[src/rtl/neuron_pkg.sv]
// Shared types for the single-neuron MAC: fixed-point formats,
// FSM states and the width helpers used by the datapath.
package neuron_pkg;

  localparam int Q_INT  = 8;
  localparam int Q_FRAC = 8;
  localparam int Q_W    = Q_INT + Q_FRAC;

  typedef logic signed [Q_INT-1:-Q_FRAC] q_t;
  typedef logic signed [2*Q_W-1:0] prod_t;
  typedef logic signed [2*Q_W+$clog2(784)-1:0] acc_t;

  typedef enum logic [1:0] {
    IDLE,
    ACCUM,
    FINAL,
    DONE
  } state_t;

  localparam q_t Q_MAX = {1'b0, {(Q_W-1){1'b1}}};
  localparam q_t Q_MIN = '0;

  function automatic int addr_width(input int n);
    return (n > 1) ? $clog2(n) : 1;
  endfunction

  function automatic int acc_width(input int w, input int n);
    return 2 * w + addr_width(n);
  endfunction

endpackage

[src/rtl/fixed_point_activation.sv]
// Combinational bias add, rescale, ReLU and saturation
// from the wide accumulator format back to the operand format.
module fixed_point_activation
  import neuron_pkg::*;
#(
  parameter int INT_WIDTH  = Q_INT,
  parameter int FRAC_WIDTH = Q_FRAC,
  parameter int ACC_WIDTH  = acc_width(Q_W, 784)
) (
  input  logic [ACC_WIDTH-1:0]            acc,
  input  logic [INT_WIDTH+FRAC_WIDTH-1:0] bias,
  output logic [INT_WIDTH+FRAC_WIDTH-1:0] y
);

  localparam int W  = INT_WIDTH + FRAC_WIDTH;
  localparam int SW = ACC_WIDTH + 1;
  localparam logic [W-1:0] POS_MAX = {1'b0, {(W-1){1'b1}}};

  logic signed [SW-1:0] bias_ext;
  logic signed [SW-1:0] sum;
  logic signed [SW-1:0] shifted;
  logic signed [SW-1:0] max_ext;

  always_comb begin
    bias_ext = SW'($signed(bias));
    // Bias is aligned to the product's 2*FRAC fraction first.
    sum      = SW'($signed(acc)) + (bias_ext <<< FRAC_WIDTH);
    shifted  = sum >>> FRAC_WIDTH;
    max_ext  = {{(SW-W){1'b0}}, POS_MAX};
    y        = shifted[W-1:0];
    if (shifted < 0) begin
      y = '0;
    end else if (shifted > max_ext) begin
      y = POS_MAX;
    end
  end

endmodule

[src/rtl/neuron_mac.sv]
// Single-neuron multiply-accumulate engine reading an external
// synchronous weight ROM, with bias, ReLU and saturation.
module neuron_mac
  import neuron_pkg::*;
#(
  parameter int INT_WIDTH  = Q_INT,
  parameter int FRAC_WIDTH = Q_FRAC,
  parameter int NUM_INPUTS = 784,
  localparam int W  = INT_WIDTH + FRAC_WIDTH,
  localparam int AW = addr_width(NUM_INPUTS)
) (
  input  logic          clock,
  input  logic          reset,
  input  logic          start,
  input  logic [W-1:0]  bias,
  input  logic [W-1:0]  in_data,
  input  logic          in_valid,
  output logic          in_ready,
  output logic [AW-1:0] weight_num,
  input  logic [W-1:0]  weight,
  output logic [W-1:0]  out_data,
  output logic          out_valid,
  input  logic          out_ready,
  output logic          busy
);

  localparam int PW = 2 * W;
  localparam int AC = acc_width(W, NUM_INPUTS);
  localparam logic [AW-1:0] LAST = AW'(NUM_INPUTS - 1);

  state_t state;
  state_t state_nx;

  logic [AW-1:0]        idx;
  logic signed [W-1:0]  x_d;
  logic [W-1:0]         bias_q;
  logic                 v_d;
  logic signed [AC-1:0] acc;
  logic signed [AC-1:0] acc_sum;
  logic signed [AC-1:0] prod_ext;
  logic signed [PW-1:0] prod;
  logic [W-1:0]         act;
  logic                 accept;
  logic                 handshake;
  logic                 last_in;

  assign in_ready   = (state == ACCUM);
  assign out_valid  = (state == DONE);
  assign busy       = (state != IDLE);
  assign weight_num = idx;
  assign accept     = in_valid & in_ready;
  assign handshake  = out_valid & out_ready;
  assign last_in    = accept & (idx == LAST);

  // The ROM answers one cycle after the accept edge, so x_d
  // and weight line up in the cycle after each accept.
  always_comb begin
    prod     = $signed(x_d) * $signed(weight);
    prod_ext = '0;
    if (v_d) begin
      prod_ext = AC'(prod);
    end
    acc_sum = acc + prod_ext;
  end

  always_comb begin
    state_nx = state;
    unique case (state)
      IDLE: begin
        if (start) begin
          state_nx = ACCUM;
        end
      end
      ACCUM: begin
        if (last_in) begin
          state_nx = FINAL;
        end
      end
      FINAL: begin
        state_nx = DONE;
      end
      DONE: begin
        if (handshake) begin
          state_nx = IDLE;
        end
      end
      default: begin
        state_nx = IDLE;
      end
    endcase
  end

  fixed_point_activation #(
    .INT_WIDTH  (INT_WIDTH),
    .FRAC_WIDTH (FRAC_WIDTH),
    .ACC_WIDTH  (AC)
  ) u_act (
    .acc  (acc_sum),
    .bias (bias_q),
    .y    (act)
  );

  always_ff @(posedge clock or negedge reset) begin
    if (!reset) begin
      state <= IDLE;
    end else begin
      state <= state_nx;
    end
  end

  always_ff @(posedge clock or negedge reset) begin
    if (!reset) begin
      x_d <= '0;
      v_d <= 1'b0;
    end else begin
      v_d <= accept;
      if (accept) begin
        x_d <= in_data;
      end
    end
  end

  always_ff @(posedge clock or negedge reset) begin
    if (!reset) begin
      idx      <= '0;
      acc      <= '0;
      bias_q   <= '0;
      out_data <= '0;
    end else begin
      unique case (state)
        IDLE: begin
          if (start) begin
            idx    <= '0;
            acc    <= '0;
            bias_q <= bias;
          end
        end
        ACCUM: begin
          acc <= acc_sum;
          if (accept && !last_in) begin
            idx <= idx + AW'(1);
          end
        end
        FINAL: begin
          out_data <= act;
        end
        default: begin
        end
      endcase
    end
  end

endmodule
[config.mk]
export PLATFORM = sky130hd
export DESIGN_NAME = neuron_mac
export DESIGN_NICKNAME = d
export VERILOG_FILES = /design/src/rtl/neuron_pkg.sv /design/src/rtl/fixed_point_activation.sv /design/src/rtl/neuron_mac.sv
export SDC_FILE = /design/constraint.sdc
export NUM_CORES = 1
export LEC_CHECK = 0
export CORE_ASPECT_RATIO = 1.2
export CORE_MARGIN = 2
export CORE_UTILIZATION = 50
export CTS_BUF_LIST = sky130_fd_sc_hd__clkbuf_2
export DETAILED_ROUTE_END_ITERATION = 16
export HOLD_SLACK_MARGIN = 0.15
export PLACE_DENSITY_LB_ADDON = 0.1
export SYNTH_ARGS = -nofsm -noshare
export SYNTH_HDL_FRONTEND = slang
export SYNTH_HIERARCHICAL = 1
export SYNTH_SLANG_ARGS = --single-unit
[constraint.sdc]
create_clock -name clock -period 11 [get_ports clock]
set_clock_uncertainty 0.2 [all_clocks]
set_input_delay 1.65 -clock clock [delete_from_list [all_inputs] [get_ports clock]]
set_output_delay 1.65 -clock clock [all_outputs]
set_load 0.03 [all_outputs]
# After elaboration in Yosys (flattened, before gate mapping)

Cells that the tools add are included.

Register bits: 103
Input bits: 53
Output and inout port bits: 29

Add/subtract/negate cells: 3
Multiply operators: 1
Magnitude comparators: 2
Equality and inequality tests: 8
Multiplexer cells: 12
Bitwise gates (word level): 3
Reduce and logical (&&, ||, !) cells: 9

Operators with widths:

| operator                                                        | number |
|---|---|
| 2-to-1 mux 42 bit                                               | 2 |
| one-hot mux 42 bit (2 select lines)                             | 1 |
| adder 42 x 24 -> 43 bit                                         | 1 |
| adder 42 bit                                                    | 1 |
| greater-than comparator 35 x 16 -> 1 bit, second input constant | 1 |
| less-than comparator 35 x 1 -> 1 bit, second input constant     | 1 |
| multiplier 16 x 16 -> 32 bit                                    | 1 |
| 2-to-1 mux 16 bit                                               | 2 |
| 2-to-1 mux 10 bit                                               | 2 |
| one-hot mux 10 bit (2 select lines)                             | 1 |
| adder 10 x 1 -> 10 bit, second input constant                   | 1 |
| == test 10 bit, second input constant                           | 1 |
| one-hot mux 2 bit (4 select lines)                              | 1 |
| 2-to-1 mux 2 bit                                                | 3 |
| inequality test 2 x 1 -> 1 bit, second input constant           | 3 |
| AND reduction 3 bit                                             | 2 |
| == test 2 bit, second input constant                            | 2 |
| AND reduction 2 bit                                             | 2 |
| nonzero test 2 bit                                              | 2 |
| AND 1 bit                                                       | 3 |
| == test 2 x 1 -> 1 bit, second input constant                   | 1 |
| zero test 2 bit                                                 | 1 |
| inequality test 2 bit, second input constant                    | 1 |
| logical AND 1 bit                                               | 1 |
| zero test 1 bit                                                 | 1 |

# Depth between registers and ports, before layout

Depth in word-level cells: 7
Depth in mapped cells: 48
Depth with buffers taken out: 45

# Modules after synthesis

Netlist, hierarchy kept.

Modules (own cells, without submodules):

| module                 | instances | cells each | area an instance (µm²) | sequential area each (µm²) |
|---|---|---|---|---|
| neuron_mac             | 1         | 1711       | 16250.6                | 2577.5 |
| fixed_point_activation | 1         | 355        | 2533.7                 | 0.0 |

# Worst setup path after synthesis

Ideal clock, no wire load.

Path kind: input-to-reg
From: input port weight[5]
To: register out_data[4]
Arrival time: 12.132 ns
Required time: 10.675 ns
Slack: -1.457 ns
Stages: 45
Path buffers: 3
Cells stage by stage: clkbuf_1 and2_1 fa_1 inv_1 fa_1 fa_1 fa_1 inv_1 fa_1 inv_1 fa_1 inv_1 ha_1 a211o_1 a2111o_1 a31o_2 a21o_1 a21o_1 [... 9 more ...] o21a_4 o21ai_2 a311oi_4 o21ai_0 xor2_1 ha_1 buf_2 a21o_1 a21oi_1 o221ai_1 a2111oi_0 o311ai_0 a2111oi_2 nand4_1 nor4_4 buf_6 a31oi_1 mux2_2

Word-level cells in the longest chain between the ends: 7
Elaborated cells between the ends (all ways): 8
Those cells by class: add/sub (2); mul (1); order compare (2); mux (3)

RTL lines:

| item                                     | RTL line                     | text |
|---|---|---|
| from (decl)                              | neuron_mac.sv:20             | `input logic [W-1:0] weight,` |
| multiplier 16 x 16 -> 32 bit *           | neuron_mac.sv:58             | `prod = $signed(x_d) * $signed(weight);` |
| 2-to-1 mux 42 bit *                      | neuron_mac.sv:60             | `if (v_d) begin` |
| adder 42 bit *                           | neuron_mac.sv:63             | `acc_sum = acc + prod_ext;` |
| net acc_sum[35]                          | neuron_mac.sv:39             | `logic signed [AC-1:0] acc_sum;` |
| adder 42 x 24 -> 43 bit *                | fixed_point_activation.sv:27 | `sum = SW'($signed(acc)) + (bias_ext <<< FRAC_WIDTH);` |
| greater-than comparator 35 x 16 -> 1 bit | fixed_point_activation.sv:33 | `end else if (shifted > max_ext) begin` |
| 2-to-1 mux 16 bit                        | fixed_point_activation.sv:33 |  |
| 2-to-1 mux 16 bit *                      | fixed_point_activation.sv:31 | `if (shifted < 0) begin` |
| net act[4]                               | neuron_mac.sv:42             | `logic [W-1:0] act;` |
| to (signal assigned)                     | neuron_mac.sv:145            | `out_data <= act;` |
| to (decl)                                | neuron_mac.sv:21             | `output logic [W-1:0] out_data,` |

The timed path passes the listed nets; every way through them passes the cells marked *.
A chain may end at the register's enable or synchronous reset.

# Final worst setup path

From: input port weight[6]
To: register out_data[3]

Same word-level chain as after synthesis.

==> results.json <==
{
  "dpl_worst_slack_ns": -1.66,
  "finalInstanceArea_um2": 24300,
  "hold_viol": 0,
  "setup_viol_count_final": 15,
  "via_per_inst": 5.41,
  "synth-main-ff-cell": "dfrtp_1",
  "end_kind": "register",
  "violations": "negative setup slack",
  "cpMaxStageDelayCell": "fa_1",
  "cts-root-buf": "clkbuf_2",
  "insertion_delay_ns": 0.81,
  "cpMostUsedCell": "fa_1",
  "route.detailed.drc": 0,
  "first_global_vias": 17700,
  "setup_ws_ns": -0.272,
  "drtIter0Drc": 867,
  "synthDistinctLibCells": 90,
  "cts.reportedPaths.clkPinSlew_ns": 0.36,
  "final_common_cell": "buf_4",
  "worstPathArrival_ns": 11.79,
  "h-tree-depth": 3,
  "final_cell_mix": "424 x buf_4, 313 x inv_1, 248 x fa_1, 192 x nand2_1, 143 x ha_1",
  "finalSetupTns_ns": -3.15,
  "dpl.hpwl_mm": 41.2,
  "top_level_ports": 82,
  "max-slew-margin-rel_pct": 30.7,
  "rsz0062_at_grt": "yes",
  "area_growth_pct": 29.6,
  "num_rows": 77,
  "ys_warn_count": 6,
  "die_w_um": 181,
  "max_freq_ghz": 0.0887,
  "grt.overflow.total": 0,
  "synth_seq_area_share_pct": 13.7,
  "period_share_pct": 102,
  "cap_violations": 0,
  "die_y_um": 216,
  "tritoncts": "yes",
  "synth-edff-count": 0,
  "worst_pin_slew_ns": 1.04,
  "hold_path_class": "reg -> reg",
  "die_area_um2": 39100,
  "initial_core_util_pct": 50.8,
  "status": "finished with violations",
  "grt_max_degree": 58,
  "async_reset_ff_share_pct": 100,
  "final_antenna_net_count": 0,
  "clockBufferDepth": 2,
  "core_area_um2": 37000,
  "grt.total_usage_pct": 27.3,
  "path_max_fanout": 7,
  "reg2reg_slack_ns": -0.05,
  "routed_wl_mm": 51.1,
  "synth_area_per_cell_um2": 9.09,
  "start_kind": "primary input",
  "syn_inst": 2066,
  "nFillCells": 3087,
  "grt_pass1_wl_mm": 87.1,
  "synth_area_um2": 18800,
  "num_vias": 16300,
  "fin_nets": 3007,
  "place.gp.congestion": 0.910,
  "port_buffers": 81,
  "ys_ff_latch": 103,
  "clkSinkCount": 103,
  "drive_gt1_share_pct": 28.0,
  "synth_nets": 2546,
  "antenna_found_initial": 2,
  "period_needed_ns": 11.27,
  "cts-buffers-inserted": 9,
  "cp.required_ns": 11.52,
  "post_drt_wl_per_cell_um": 17.0,
  "drtPass1Iterations": 5,
  "path_class": "in -> reg",
  "final_util_pct": 65.8,
  "place_area_um2": 23000,
  "finalMaxSlewViolations": 0,
  "critPathMaxStageDelay_ns": 0.53
}
[sequential cells by signal (all words and copies together), names as in the netlist]
register	cells
acc	42
bias_q	16
out_data	16
state	2
v_d	1
weight_num	10
x_d	16
[per-stage QoR]
stage	std cells	hold WS, ns
2_1_floorplan	2066	0.266
3_3_place_gp	2935	0.284
3_5_place_dp	2935	0.293
4_1_cts	2991	0.352
5_1_grt	3008	0.369
6_report	3008	0.352
[critical path, delay by kind of cell]
kind,cells,cell delay [ns]
adders and majority gates,9,3.72
buffers and inverters,8,0.82
xor gates and xnor gates,2,0.34
muxes,1,0.27
and+or+nand+nor,7,1.51
AOI/OAI and AO/OA,19,3.47
[cell usage after synthesis, types with 8 or more instances]
cell type | number | area [um2]
inv_1 | 326 | 1220
fa_1 | 264 | 5290
nand2_1 | 202 | 758
ha_1 | 163 | 2040
and2_1 | 145 | 907
dfrtp_1 | 103 | 2580
a21oi_1 | 94 | 470
nor2_1 | 71 | 267
clkbuf_1 | 68 | 255
xnor2_1 | 63 | 552
o21ai_0 | 54 | 270
mux2_2 | 49 | 552
a21o_1 | 47 | 353
a22o_1 | 38 | 333
nand3_1 | 32 | 160
xor2_1 | 31 | 272
nand4_1 | 26 | 163
a31oi_1 | 24 | 150
nand2b_1 | 21 | 131
nor3_1 | 18 | 90.1
o21a_1 | 16 | 120
o21bai_1 | 15 | 113
a211oi_1 | 12 | 90.1
nor2b_1 | 12 | 75.1
and3_1 | 11 | 68.8
o31ai_1 | 9 | 67.6
mux2i_1 | 8 | 80.1
[layout make-up]
cell class	instances	area, um2	share of cell area [%]
multi-input cells	1548	15300	62.8
flip-flops and latches	103	2580	10.6
clock inverters	7	86.3	0.355
inverters	326	1220	5.03
diodes	2	5.00	0.0206
clock buffers	9	45.0	0.185
repair buffers	539	4520	18.6
well taps	474	593	2.44
[routing by layer]
layer	share of wire (%)	wire, um	global-route usage, %	vias to the layer above
li1	-	-	-	7752
met1	43	22000	35.4	8060
met2	51	26000	48.4	356
met3	3.1	1590	2.15	94
met4	3.0	1540	9.54	0
met5	0	0	0	-
[final timing paths]
path,startpoint,endpoint,cells after the start
max reg2reg,x_d[5],out_data[3],44
min,acc[41],acc[41],2
min reg2reg,acc[41],acc[41],2
max in group asynchronous,reset,bias_q[9],2
min in group asynchronous,reset,acc[14],1
max,weight[6],out_data[3],46
[kinds of logic (layout without fill, tap and decap cells)]
family / after synthesis / in the layout / synth area share, %
and+or+nand+nor: 574 / 574 / 15.5
buffers and inverters: 415 / 881 / 8.95
adders and majority gates: 427 / 427 / 39.0
muxes: 57 / 57 / 3.36
xor gates and xnor gates: 94 / 94 / 4.38
AOI/OAI and AO/OA: 395 / 395 / 15.1
other: 1 / 3 / 0.0200
DFF: 103 / 103 / 13.7
[repair_timing]
action                     4_1_cts  5_1_grt
gates resized for setup        143       73
cloned                           4        1
setup endpoints to repair       15       15
hold buffers                     0        0
hold endpoints to repair         0        0
pin swaps                       78       37
setup buffers                   36       16
Power is left out: the tool's default activity adds up to more than one toggle a clock period on the data nets, which glitch-free logic cannot reach.
